$ cat src/rtl/snake_tick_gen.sv
// snake_tick_gen: periodic game tick with a speed level that shortens the period.
// An IDLE/RUN/PAUSED FSM gates a period counter. Each speed level shortens the
// period by STEP cycles, down to a floor of MIN_PERIOD. The period in use is
// latched at every wrap, so a level change does not take effect until the
// current period has completed.
// Optional build macro: SNAKE_TICK_SQUARE_EN adds tick_sq, a square wave that
// toggles once per tick.
module snake_tick_gen #(
    parameter int BASE_PERIOD = 25000000,
    parameter int STEP        = 2500000,
    parameter int MIN_PERIOD  = 5000000,
    parameter int LEVELS      = 8,
    parameter int CNT_W       = 27,
    // derived; do not override
    parameter int LVL_W       = (LEVELS > 1) ? $clog2(LEVELS) : 1
) (
    input  logic             clk,
    input  logic             reset,
    input  logic             enable,
    input  logic             pause,
    input  logic             speed_up,
    input  logic             speed_clr,
    output logic             tick,
    output logic [LVL_W-1:0] level,
    output logic             at_max,
    output logic             running
`ifdef SNAKE_TICK_SQUARE_EN
    ,
    output logic             tick_sq
`endif
);

    // One spare bit on the period math so BASE - level*STEP cannot wrap.
    localparam int PW = CNT_W + 1;
    // Product width: wide enough that level*STEP can never overflow.
    localparam int DW = PW + LVL_W;

    localparam logic [PW-1:0]    BASE_C  = PW'(BASE_PERIOD);
    localparam logic [PW-1:0]    STEP_C  = PW'(STEP);
    localparam logic [PW-1:0]    MIN_C   = PW'(MIN_PERIOD);
    localparam logic [PW-1:0]    P0      = (BASE_C > MIN_C) ? BASE_C : MIN_C;
    localparam logic [LVL_W-1:0] LVL_MAX = LVL_W'(LEVELS - 1);

    typedef enum logic [1:0] {
        ST_IDLE   = 2'd0,
        ST_RUN    = 2'd1,
        ST_PAUSED = 2'd2
    } state_t;

    state_t           state_q, state_d;
    logic [CNT_W-1:0] cnt_q, cnt_d;
    logic [PW-1:0]    period_q, period_d;
    logic [LVL_W-1:0] level_q, level_d;
    logic             tick_q, tick_d;

    logic [DW-1:0]    dec;
    logic [PW-1:0]    diff;
    logic [PW-1:0]    p_now;
    logic             last;
    logic             advance;

    // Period for the current level: max(BASE - level*STEP, MIN) with no underflow.
    always_comb begin
        dec   = DW'(level_q) * DW'(STEP_C);
        diff  = '0;
        p_now = MIN_C;
        if (dec < DW'(BASE_C)) begin
            diff = BASE_C - PW'(dec);
            if (diff > MIN_C) begin
                p_now = diff;
            end
        end
    end

    // Next state: enable low always wins; pause selects between RUN and PAUSED.
    always_comb begin
        state_d = state_q;
        case (state_q)
            ST_IDLE: begin
                if (enable) begin
                    state_d = pause ? ST_PAUSED : ST_RUN;
                end
            end
            ST_RUN: begin
                if (!enable) begin
                    state_d = ST_IDLE;
                end else if (pause) begin
                    state_d = ST_PAUSED;
                end
            end
            ST_PAUSED: begin
                if (!enable) begin
                    state_d = ST_IDLE;
                end else if (!pause) begin
                    state_d = ST_RUN;
                end
            end
            default: state_d = ST_IDLE;
        endcase
    end

    // Counter, tick and latched period. The counter advances only in RUN with
    // enable high and pause low, so a pause request freezes the count in the
    // same cycle it arrives. IDLE keeps reloading the period so that a fresh
    // run starts with the period for the current level.
    always_comb begin
        cnt_d    = cnt_q;
        period_d = period_q;
        tick_d   = 1'b0;
        advance  = (state_q == ST_RUN) && enable && !pause;
        last     = ({1'b0, cnt_q} == (period_q - PW'(1)));
        case (state_q)
            ST_IDLE: begin
                cnt_d    = '0;
                period_d = p_now;
            end
            ST_RUN: begin
                if (!enable) begin
                    cnt_d = '0;
                end else if (advance) begin
                    if (last) begin
                        cnt_d    = '0;
                        tick_d   = 1'b1;
                        period_d = p_now;
                    end else begin
                        cnt_d = cnt_q + CNT_W'(1);
                    end
                end
            end
            ST_PAUSED: begin
                if (!enable) begin
                    cnt_d = '0;
                end
            end
            default: begin
                cnt_d = '0;
            end
        endcase
    end

    // Speed level: clear beats increment; increment saturates at the top level.
    always_comb begin
        level_d = level_q;
        if (speed_clr) begin
            level_d = '0;
        end else if (speed_up && (level_q != LVL_MAX)) begin
            level_d = level_q + LVL_W'(1);
        end
    end

    // State registers.
    always_ff @(posedge clk or posedge reset) begin
        if (reset) begin
            state_q  <= ST_IDLE;
            cnt_q    <= '0;
            period_q <= P0;
            level_q  <= '0;
            tick_q   <= 1'b0;
        end else begin
            state_q  <= state_d;
            cnt_q    <= cnt_d;
            period_q <= period_d;
            level_q  <= level_d;
            tick_q   <= tick_d;
        end
    end

`ifdef SNAKE_TICK_SQUARE_EN
    logic tick_sq_q, tick_sq_d;

    // Square wave: flips together with each tick pulse, otherwise holds.
    always_comb begin
        tick_sq_d = tick_sq_q;
        if (tick_d) begin
            tick_sq_d = ~tick_sq_q;
        end
    end

    // Square-wave register.
    always_ff @(posedge clk or posedge reset) begin
        if (reset) begin
            tick_sq_q <= 1'b0;
        end else begin
            tick_sq_q <= tick_sq_d;
        end
    end

    assign tick_sq = tick_sq_q;
`endif

    assign tick    = tick_q;
    assign level   = level_q;
    assign at_max  = (level_q == LVL_MAX);
    assign running = (state_q == ST_RUN);

endmodule

$ cat config.mk
export PLATFORM = sky130hd
export DESIGN_NAME = snake_tick_gen
export DESIGN_NICKNAME = d
export VERILOG_FILES = /design/src/rtl/snake_tick_gen.sv
export SDC_FILE = /design/constraint.sdc
export NUM_CORES = 1
export LEC_CHECK = 0
export ABC_CLOCK_PERIOD_IN_PS = 12800
export BUFFER_PORTS_ARGS = -buffer_cell sky130_fd_sc_hd__buf_2
export CAP_MARGIN = 10
export CORE_ASPECT_RATIO = 1.4
export CORE_UTILIZATION = 30
export DETAILED_ROUTE_END_ITERATION = 10
export GPL_TIMING_DRIVEN = 0
export PLACE_DENSITY_LB_ADDON = 0.12
export SYNTH_ARGS = -nofsm -noshare
export SYNTH_HDL_FRONTEND = slang
export SYNTH_SLANG_ARGS = --single-unit
$ cat constraint.sdc
create_clock -name clk -period 12.8 [get_ports clk]
set_input_delay 1.92 -clock clk [delete_from_list [all_inputs] [get_ports clk]]
set_output_delay 1.92 -clock clk [all_outputs]
set_load 0.1 [all_outputs]
# Word-level counts from Yosys, hierarchy flattened

Index checks and enable logic that the tools add are counted.

Add/subtract/negate cells: 4
Multiply operators: 1
$lt $le $gt $ge: 2
Equality and inequality tests: 13
Mux-type cells: 24
Reduce and logical (&&, ||, !) cells: 10

Operators with widths:

| cell                     | number |
|---|---|
| $mux W28                 | 5 |
| $mux W27                 | 4 |
| $pmux W28 S2             | 1 |
| $pmux W27 S2             | 1 |
| $eq A27 B28 Y1           | 1 |
| $gt A28 B23 Y1 const B   | 1 |
| $sub A28 B1 Y28 const B  | 1 |
| $add A27 B1 Y27 const B  | 1 |
| $sub A25 B25 Y26 const A | 1 |
| $lt A25 B25 Y1 const B   | 1 |
| $mul A3 B17 Y20 const B  | 1 |
| $mux W2                  | 6 |
| $ne A3 B3 Y1 const B     | 3 |
| $mux W3                  | 2 |
| $ne A2 B2 Y1 const B     | 3 |
| $pmux W2 S3              | 1 |
| $mux W1                  | 4 |
| $ne A2 B1 Y1 const B     | 2 |
| $reduce_and A4 Y1        | 1 |
| $reduce_bool A2 Y1       | 2 |
| $add A3 B1 Y3 const B    | 1 |
| $eq A3 B3 Y1 const B     | 1 |
| $logic_and A1 B1 Y1      | 3 |
| $ne A3 B2 Y1 const B     | 1 |
| 6 further kinds          | 6 |

Flip-flop bits (word level): 61
Output and inout bits: 6
Logic and storage cells: 59

# Logic depth before layout (Yosys ltp)

Gate-level depths: netlist (run 1).

Depth in word-level cells: 9
Gate-level depth with buffers: 17
Gate-level depth less buffers: 14

# Worst setup path before layout (run 1)

No wires, ideal clock.

Kind: reg-to-reg
Start: register level_q[0] (netlist: level[0])
End: register period_q[8]
Data arrival time: 4909 ps
Slack: 7745 ps
Cell stages (with the launch flop): 17
Path buffers: 3
Period minus slack after synthesis: 5055 ps
Path through: dfrtp_1 clkbuf_1 clkinv_1 ha_1 clkbuf_1 and2_1 fa_1 clkbuf_1 nor4_1 a21oi_1 mux2_2 o2111a_1 o21a_1 o311ai_0 a211o_1 and2_1 o21ai_0

Longest elaborated chain between the ends: 9

RTL lines:

| item                     | RTL line | text |
|---|---|---|
| start: declaration       | 53       | `logic [LVL_W-1:0] level_q, level_d;` |
| start signal: assignment | 163      | `level_q <= level_d;` |
| $mul A3 B17 Y20 *        | 64       | `dec = DW'(level_q) * DW'(STEP_C);` |
| $sub A25 B25 Y26         | 68       | `diff = BASE_C - PW'(dec);` |
| $gt A28 B23 Y1           | 69       | `if (diff > MIN_C) begin` |
| $mux W28                 | 69       |  |
| $mux W28 *               | 67       | `if (dec < DW'(BASE_C)) begin` |
| $mux W28                 | 121      | `if (last) begin` |
| $mux W28                 | 120      | `end else if (advance) begin` |
| $mux W28                 | 118      | `if (!enable) begin` |
| $pmux W28 S2 *           | 112      | `case (state_q)` |
| end signal: assignment   | 162      | `period_q <= period_d;` |
| end: declaration         | 52       | `logic [PW-1:0] period_q, period_d;` |

Mark *: on every way between the ends. The rest lies on a longest branch, timed or not. The select of a mux whose other input is x is not followed.
A chain may end at the register's enable or synchronous reset.

# Worst setup path in the final report (run 1)

Ends and elaborated chain as after synthesis.

==> results of run 1 <==
==> state kept, by name, summed over array words and instances (netlist names) <==
name,cells
level,3
cnt_q,27
state_q,2
period_q,21
tick,1
==> layout by cell type, fill, tap and decap left out, types with 4 or more instances in the layout <==
master | netlist | routed
nor3b_1 | 4 | 4
and2_1 | 9 | 9
nor2b_1 | 9 | 9
xor2_1 | 18 | 18
nor2_1 | 47 | 47
nor3_1 | 14 | 14
clkbuf_16 | 0 | 5
inv_1 | 17 | 16
nand2_1 | 47 | 47
o31ai_1 | 11 | 11
buf_2 | 6 | 17
a21oi_1 | 43 | 43
nand2b_1 | 9 | 9
and4_1 | 4 | 4
xnor2_1 | 42 | 42
o211ai_1 | 4 | 4
nand4_1 | 7 | 7
mux2i_1 | 6 | 6
nor4_1 | 7 | 7
a31oi_1 | 8 | 8
o21ai_0 | 50 | 50
dfrtp_1 | 42 | 42
mux2_2 | 4 | 4
or4_1 | 5 | 5
o21ai_1 | 4 | 4
dfstp_2 | 12 | 12
ha_1 | 15 | 15
nand3_1 | 18 | 18
and3_1 | 14 | 14
or3_1 | 6 | 6
nand4b_1 | 5 | 5
clkbuf_1 | 19 | 21
==> kinds of logic after synthesis <==
kind of cell	after synthesis	share of synthesized area, %
simple gates	216	25.8
compound gates	149	20.2
xor+xnor	60	11.7
flops	54	30.5
buf+inv	46	4.38
fa+ha+maj	17	5.08
mux	10	2.34
==> routing by layer <==
metal  vias to the layer above  track usage [%]  share of wire (%)
met3                        31             1.91                1.9
li1                       2031                -                  -
met4                         0             7.96                3.6
met5                         -                0                  0
met2                        70             32.2                 53
met1                      1920             19.2                 41
==> power breakdown <==
group / switching (mW) / internal (mW) / total, mW
clock network: 0.0635 / 0.0927 / 0.156
registers: 0.0175 / 0.187 / 0.204
logic: 0.0879 / 0.0513 / 0.139
total: 0.169 / 0.331 / 0.500
==> critical path, delay by kind of cell, from the launching register on <==
kind	cells	cell delay, ns
multiplexers	1	0.32
AND/OR/NAND/NOR	3	0.91
buffers and inverters	4	1.49
flip-flops	1	0.54
adder cells (fa/ha/maj)	2	0.98
AO/OA/AOI/OAI	6	1.48
==> through the flow <==
step	instances	setup slack (ns)
global placement	752	6.98
floorplan	552	7.75
global route	761	6.54
CTS	761	6.88
detailed placement	753	6.90
finish	761	6.91
==> cell type report <==
cell class,count,area [sq um]
buffer,28,129
clock buffer,7,133
clock inverter,1,30.0
multi-input combinational,452,2920
sequential,54,1370
inverter,18,67.6
timing repair buffer,12,82.6
tap,189,236
fill,1547,9540
==> worst min path at each step <==
stage,to,startpoint
3_3_place_gp,period_q[26]$_DFFE_PP0P_,period_q[26]$_DFFE_PP0P_
2_1_floorplan,period_q[26]$_DFFE_PP0P_,period_q[26]$_DFFE_PP0P_
3_5_place_dp,period_q[26]$_DFFE_PP0P_,period_q[26]$_DFFE_PP0P_
5_1_grt,period_q[6]$_DFFE_PP1P_,period_q[6]$_DFFE_PP1P_
6_report,period_q[26]$_DFFE_PP0P_,period_q[26]$_DFFE_PP0P_
4_1_cts,period_q[6]$_DFFE_PP1P_,period_q[6]$_DFFE_PP1P_
==> results.md, run 1 <==
- Row Count: 52
- Clock tree sinks: 54
- Final Net Count: 594
- Sum Neg Setup Slack: 0 ns
- Die width: 105 um
- Setup bufs post-CTS: 0
- Number of enable flip-flop cells after synthesis: 0
- Final setup skew: about 0.0029 ns
- Starting Density: between 30% and 40%
- Total GRT Usage: 17.2%
- Mapped Area: 0.00449 sq mm
- Global route overflow: 0
- FF-to-FF setup slack: 6.91 ns
- Hold Crit Class: reg -> reg
- Largest net degree at the start of global routing: 35
- Outcome: completed
- Core Box Area: 0.0145 sq mm
- RR Endpoint: period_q[8]$_DFFE_PP0P_
- Tcrit/Tclk final: a little under half
- Least-Margin Pin Slew: 0.845 ns
- Placed inst area: 0.00481 sq mm
- CP most frequent cell: clkbuf_1
- Mean Syn Cell Area: 8.13 sq um
- Avg Vias per Cell: 5.32
- # hold bufs at CTS: 0
- Initial DRC Count: about 150
- Average wire per standard cell: 16.5 um
- Final Max Slew Viols: 0
- Port bufs: 11
- Critical path type: reg -> reg
- Most common flop cell mapped by yosys: dfrtp_1
- Max_cap viols: 0
- Post-route core utilization: around 34%
- Worst Setup EP: period_q[8]$_DFFE_PP0P_
- CP endpoint kind: flip-flop
- Synth cell count leaders: o21ai_0 (50), nand2_1 (47), nor2_1 (47)
- Critical path, cell by cell: clkbuf_1 > clkinv_1 > ha_1 > clkbuf_1 > and2_1 > fa_1 > clkbuf_1 > nor4_1 > a21oi_1 > mux2_2 > o2111a_1 > o21a_1 > o311ai_0 > a211o_1 > and2_1 > o21ai_0
- Crit start category: flip-flop
- Vias in the first global route: 4055
- Distinct cells, synth: 65
- Unrepaired setup endpoints after global routing: no
- Cell with the most instances after synthesis: o21ai_0
- H-tree depth: 2
- Pwr Density: 101 mW/mm^2
- R2R cell count: 16
- Syn Inst Count: 552
- GP Congestion: 0.850
- Area leader, netlist: dfrtp_1
- I/O pin total: 12
- Top-area cell type share of the netlist area: 23.4%
- Crit Reg-Reg Startpoint: level[0]$_DFFE_PP0P_
- Vias: 4052
- Max stage delay cell, worst path: o311ai_0
- CP peak stage delay: 0.58 ns
- DIE AREA: approximately 0.015 sq mm
- Skew-Pair Late Insertion Delay: 0.29 ns
- Post-cts sizing count: 0
- Total power: 500 uW
- Synthesis Warnings: 0
- WL final: around 13000 um
- Required time worst endpoint: ~13 ns
- Root buffer cell: clkbuf_16
- Fraction of registers with async set/reset: 100%
- Min Tclk post-route: approximately 5.9 ns
- Total nets after synthesis: 575
- Seq/Total Area, Yosys: between 30% and 40%
- FF+latch count, synth: 54
- Clock buffer depth: 2
- Final Hold Fails: 0
- Clock-pin slew on the worst setup and hold paths: 0.07 ns
- Lkg Pwr: 1.92 nW
- Global-route wire length before repair: roughly 21000 um
- Worst vdd ir: slightly above 0.05 mV
- CTS Buf Count: 5
- Die H: 147 um
- Fin Hold WS: 0.500 ns
- Synth area leaders: dfrtp_1 (23%), xnor2_1 (8.2%), dfstp_2 (7.0%)
- Final instance area: just under 0.005 sq mm
- Initial antenna violation count: 0
- Area grow syn2layout: 10.7%
- Setup violations, final: 0
- Detailed Place HPWL: 9930 um
- DRC violations left: 0
- Rel. slew slack: between 40% and 50%
- TritonCTS clock tree: yes
- Share of cells above drive strength 1: between 9 and 10%
- First-pass DRT Iterations: 4
- Fmax: 170 MHz
- Arr. time, crit path: 6.03 ns
- Routed Antenna Nets: 0
- Diodes inserted: 0
- Crit path max fanout: 10
- Critical path launch point: level[0]$_DFFE_PP0P_
- Hold path cells: 1
(Power assumes the default switching activity.)
==> run 2: changes to the inputs <==
Settings changed: ABC_CLOCK_PERIOD_IN_PS 12800 to 5900.
Clock period 12.8 ns to 5.9 ns, I/O delays scaled along.
==> run 2 against run 1 <==
  * Clock skew grew 0.00073 ns
  * Total power is 120% higher
  * Final cell count stayed put
  * Sequential power up 120%
  * Worst setup slack got worse by 6.5 ns
  * Worst hold slack lost 0.0026 ns
  * Global-route usage stayed put
  * Combinational power up 120%
  * Via count up 0.30%
  * Design area is 0.25% higher
  * Sequential share of layout area down 0.069 points
  * Critical path type unchanged
  * Critical endpoint unchanged
  * Largest cell class unchanged
  * Largest power group unchanged
==> results.md, run 2 (synthesis results as in run 1) <==
- Least-Margin Pin Slew: ~0.83 ns
- CTS Buf Count: 5
- Diodes inserted: 0
- Clock tree sinks: 54
- DRC violations left: 0
- WL final: roughly 13000 um
- Global-route wire length before repair: 21000 um
- Hold path cells: 1
- Outcome: completed
- H-tree depth: 2
- Vias: roughly 4100
- Critical path, cell by cell: clkbuf_1 > clkinv_1 > ha_1 > clkbuf_2 > and2_1 > fa_1 > clkbuf_1 > nor4_1 > a21oi_1 > mux2_2 > o2111a_1 > o21a_1 > o311ai_1 > a211o_1 > and2_1 > o21ai_0
- RR Endpoint: period_q[8]$_DFFE_PP0P_
- Max reg flops: 27
- Detailed Place HPWL: 9930 um
- Multi-input gate area: 0.00294 sq mm
- Lkg Pwr: just under 2 nW
- Final setup skew: about 0.0037 ns
- Initial DRC Count: 108
- Tcrit/Tclk final: 93.2%
- CP endpoint kind: flip-flop
- Max_cap viols: 0
- Clock-pin slew on the worst setup and hold paths: 0.07 ns
- Critical path type: reg -> reg
- Fmax: 182 MHz
- Starting Density: 30.9%
- Max stage delay cell, worst path: ha_1
- Hold Crit Class: reg -> reg
- Routed Antenna Nets: 0
- Final Net Count: 594
- Arr. time, crit path: 5.65 ns
- Largest net degree at the start of global routing: 35
- FF-to-FF setup slack: 0.40 ns
- Skew-Pair Late Insertion Delay: approximately 0.30 ns
- Final Hold Fails: 0
- Worst hold path endpoint: period_q[26]$_DFFE_PP0P_
- CP peak stage delay: 0.57 ns
- TritonCTS clock tree: yes
- Commonest non-fill, non-tap cell in the layout: o21ai_0
- Crit Reg-Reg Startpoint: level[0]$_DFFE_PP0P_
- Avg Vias per Cell: 5.34
- Root buffer cell: clkbuf_16
- Crit start category: flip-flop
- Non-Filler Instances: 761
- R2R cell count: 16
- Vias in the first global route: 4055
- DIE AREA: about 0.015 sq mm
- Min Tclk post-route: 5.50 ns
- Min-delay src: period_q[26]$_DFFE_PP0P_
- Pwr Density: ~220 mW/mm^2
- Worst vdd ir: 0.110 mV
- Biggest register: cnt_q
- First-pass DRT Iterations: 4
- Required time worst endpoint: ~6.1 ns
- Row Count: 52
- Register area: 0.00137 sq mm
- Final instance area: 0.00498 sq mm
- Core Box Area: about 0.015 sq mm
- Most frequent cells in the layout: o21ai_0 (50), nor2_1 (47), nand2_1 (47), a21oi_1 (43)
- Die H: ~150 um
- # fillers: 1542
- Cells after DPL: 753
- GP Congestion: about 0.85
- Unrepaired setup endpoints after global routing: no
- I/O pin total: 12
- Global route overflow: 0
- Clock buffer depth: 2
- Final Max Slew Viols: 0
- Total GRT Usage: 17.2%
- Setup violations, final: 0
- Port bufs: 11
- Average wire per standard cell: 16.6 um
- Area grow syn2layout: 11.0%
- Rel. slew slack: 44.1%
- Die width: approximately 110 um
- Crit path max fanout: 10
- Initial antenna violation count: 0
- Placed inst area: 0.00481 sq mm
- Share of cells above drive strength 1: under 10%
-- run 2: cell counts in the layout (fill, tap and decap cells not counted) --
No cell type changed its count.
-- run 2: report_power, final --
part / switching, mW / internal [mW] / leakage (nW)
combinational: 0.191 / 0.112 / 1.14
clock: 0.138 / 0.201 / 0.0781
sequential: 0.0376 / 0.406 / 0.701
total: 0.367 / 0.718 / 1.92
-- run 2: metrics by stage --
step	hold WS, ns	setup TNS [ns]	setup slack, ns	util (%)	power [mW]
after floorplan	0.454	0	0.845	-	0.671
after global placement	0.483	0	0.0846	32.9	0.748
after detailed placement	0.490	-0.000829	-0.000829	33.1	0.755
after CTS	0.501	0	0.0607	34.2	1.10
after global routing	0.537	0	0.00859	34.3	1.15
final	0.498	0	0.400	34.3	1.09
-- run 2: layout make-up --
class                           count  area share [%]
Clock buffer                        7            2.66
Multi-Input combinational cell    452            58.9
Sequential cell                    54            27.4
Inverter                           18            1.36
Tap cell                          189            4.75
Timing Repair Buffer               12            1.66
Buffer                             28            2.61
Clock inverter                      1           0.603
-- run 2: routing by layer --
| layer | vias up | GRT usage, % | wire length [um] | part of all wire, % |
|---|---|---|---|---|
| met4 | 0 | 7.96 | 425 | 3.4 |
| met3 | 31 | 1.91 | 280 | 2.2 |
| met5 | - | 0 | 0 | 0 |
| met2 | 72 | 32.2 | 6790 | 54 |
| met1 | 1933 | 19.2 | 5130 | 41 |
| li1 | 2028 | - | - | - |
-- run 2: critical path, delay by kind of cell (launching register included) --
kind | cells | cell delay [ns]
AOI/OAI and AO/OA | 6 | 1.30
adders and majority gates | 2 | 0.98
buffers and inverters | 4 | 1.32
DFF | 1 | 0.54
muxes | 1 | 0.32
and+or+nand+nor | 3 | 0.87
-- run 2: worst max-delay path by stage --
stage	depth (start not counted)	from	slack (ns)	endpoint
final	16	level[0]$_DFFE_PP0P_	0.40	period_q[8]$_DFFE_PP0P_
after global routing	16	level[0]$_DFFE_PP0P_	0.009	period_q[12]$_DFFE_PP1P_
after CTS	15	level[0]$_DFFE_PP0P_	0.06	period_q[8]$_DFFE_PP0P_
after detailed placement	16	level[0]$_DFFE_PP0P_	-0.0008	period_q[8]$_DFFE_PP0P_
after global placement	16	level[0]$_DFFE_PP0P_	0.08	period_q[8]$_DFFE_PP0P_
after floorplan	16	level[0]$_DFFE_PP0P_	0.85	period_q[8]$_DFFE_PP0P_
-- run 2: what timing repair did --
item	in CTS	in global routing
setup endpoints to repair	1	17
setup buffers	0	0
endpoints found under the hold margin	0	0
gates resized for setup	1	3
hold buffers	0	0
==> run 3: changes to the inputs <==
Settings changed: CORE_ASPECT_RATIO 1.4 to 1.25.
==> run 3 against run 2 <==
  * The flow now finishes with violations (design-rule violations)
  * Clock power is 8.3% lower
  * Worst hold slack worse by 0.0042 ns
  * Combinational power hardly changed
  * Critical path type unchanged
  * Clock-buffer cell count is 2 lower
  * First-iteration DRC count is 73% higher
  * Core utilization is 0.17 points lower
  * Maximum frequency is 2.2% higher
  * Sequential cell count stayed put
  * Non-clock buffer count stayed put
==> results.md, run 3 (synthesis results as in run 1) <==
- Outcome: complete, but fails checks
- Failing checks: design-rule violations
- DRC violations left: 2
- Initial DRC Count: between 150 and 200
- R2R cell count: 16
- Rel. slew slack: about two fifths
- Global-route wire length before repair: 20900 um
- Average wire per standard cell: around 17 um
- Required time worst endpoint: 6.05 ns
- Final instance area: ~0.005 sq mm
- Clock Power Share: 29.5%
- Share of cells above drive strength 1: 10.5%
- Starting Density: 31.0%
- Crit path max fanout: 10
- Fmax: 186 MHz
- CP endpoint kind: flip-flop
- Routed Antenna Nets: 0
- Detailed Place HPWL: 9760 um
- Initial antenna violation count: 0
- Crit start category: flip-flop
- Min Tclk post-route: 5.38 ns
- Port bufs: 11
- Final Max Slew Viols: 0
- Avg Vias per Cell: 5.35
- Clock buffer depth: 2
- Die width: 111 um
- Commonest non-fill, non-tap cell in the layout: o21ai_0
- Clock tree sinks: 54
- Lkg Pwr: approximately 1.9 nW
- Int Power: 675 uW
- Total GRT Usage: 17.0%
- WL final: ~12000 um
- Non-Filler Instances: 750
- Biggest register: cnt_q
- Placed inst area: 0.00478 sq mm
- Core Box Area: 0.0145 sq mm
- Arr. time, crit path: 5.53 ns
- Final setup skew: roughly 0.0084 ns
- Vias in the first global route: 4075
- Diodes inserted: 0
- H-tree depth: 2
- Hold Crit Class: reg -> reg
- First-pass DRT Iterations: 7
- Skew-Pair Late Insertion Delay: about 0.31 ns
- Row Count: 49
- Clock-pin slew on the worst setup and hold paths: 0.08 ns
- TritonCTS clock tree: yes
- Post-route core utilization: 34.2%
- Cells after DPL: about 740
- CTS Buf Count: 5
- Root buffer cell: clkbuf_16
- GP Congestion: 0.833
- Sum Neg Setup Slack: 0 ns
- Setup bufs post-CTS: 0
- Max reg flops: 27
- Comb power frac: 28.5%
- Final Hold Fails: 0
- Switching share of power: 35.9%
- Reg power frac: 42.0%
- Critical path type: reg -> reg
- Unrepaired setup endpoints after global routing: no
- Vias: 4014
- Final Net Count: 594
- I/O pin total: 12
- DIE AREA: about 0.015 sq mm
- Global route overflow: 0
- Net switching power: 379 uW
- Max_cap viols: 0
- # hold bufs at CTS: 0
- Area grow syn2layout: 10.2%
- Worst vdd ir: between 0.1 and 0.15 mV
- Most frequent cells in the layout: o21ai_0 (50), nor2_1 (47), nand2_1 (47), a21oi_1 (43)
- Tcrit/Tclk final: between 90 and 100%
- Pwr Density: 213 mW/mm^2
- Setup violations, final: 0
- Hold path cells: 2
- Largest net degree at the start of global routing: 40
- Least-Margin Pin Slew: 0.905 ns
- Die H: 139 um
-- run 3: per-layer routing --
metal / wire length [um] / global-route usage [%]
met5: 0 / 0
met4: 529 / 8.32
met3: 336 / 2.49
met2: 6420 / 31.7
met1: 5110 / 18.6
-- run 3: path summary, 6_finish.rpt --
| kind | from | to | slack [ns] |
|---|---|---|---|
| setup reg to reg | level[0]$_DFFE_PP0P_ | period_q[8]$_DFFE_PP0P_ | 0.52 |
| setup / recovery | level[0]$_DFFE_PP0P_ | period_q[8]$_DFFE_PP0P_ | 0.52 |
| hold / removal | period_q[6]$_DFFE_PP1P_ | period_q[6]$_DFFE_PP1P_ | 0.49 |
| min in group asynchronous | reset | level[2]$_DFFE_PP0P_ | 0.57 |
| hold reg to reg | period_q[6]$_DFFE_PP1P_ | period_q[6]$_DFFE_PP1P_ | 0.49 |
| max in group asynchronous | reset | period_q[14]$_DFFE_PP1P_ | 4.70 |
-- run 3: power groups by stage --
stage,Combinational [mW],Sequential (mW),Clock [mW]
floorplan,0.221,0.450,0
global placement,0.297,0.450,0
detailed placement,0.301,0.450,0
CTS,0.302,0.443,0.317
global route,0.336,0.449,0.330
finish,0.300,0.443,0.311
-- run 3: layout make-up --
class,count,area [sq um]
fill,1537,9530
multi-input combinational,452,2930
sequential,54,1370
tap,178,223
buffer,28,130
clock buffer,5,125
timing repair buffer,12,75.1
inverter,18,71.3
clock inverter,3,21.3
-- run 3: what timing repair did --
action / in CTS / in global routing
resized for setup: 0 / 4
endpoints found under the setup margin: 0 / 17
endpoints found under the hold margin: 0 / 0
-- run 3: stage by stage --
stage | hold WS, ns | total power [mW] | setup WS, ns
after global routing | 0.544 | 1.11 | 0.0760
final | 0.494 | 1.05 | 0.520
after floorplan | 0.454 | 0.671 | 0.845
after global placement | 0.483 | 0.747 | 0.110
after CTS | 0.500 | 1.06 | 0.103
after detailed placement | 0.489 | 0.752 | 0.136
-- run 3: critical path: stages (launching register included) --
cell and delay (ns):
dfrtp_1 0.55, clkbuf_1 0.39, clkinvlp_4 0.35, ha_1 0.51, clkbuf_2 0.32, and2_1 0.19
fa_1 0.40, clkbuf_1 0.23, nor4_2 0.26, a21oi_1 0.11, mux2_2 0.34, o2111a_1 0.22
o21a_1 0.22, o311ai_0 0.51, a211o_1 0.19, and2_1 0.30, o21ai_0 0.13
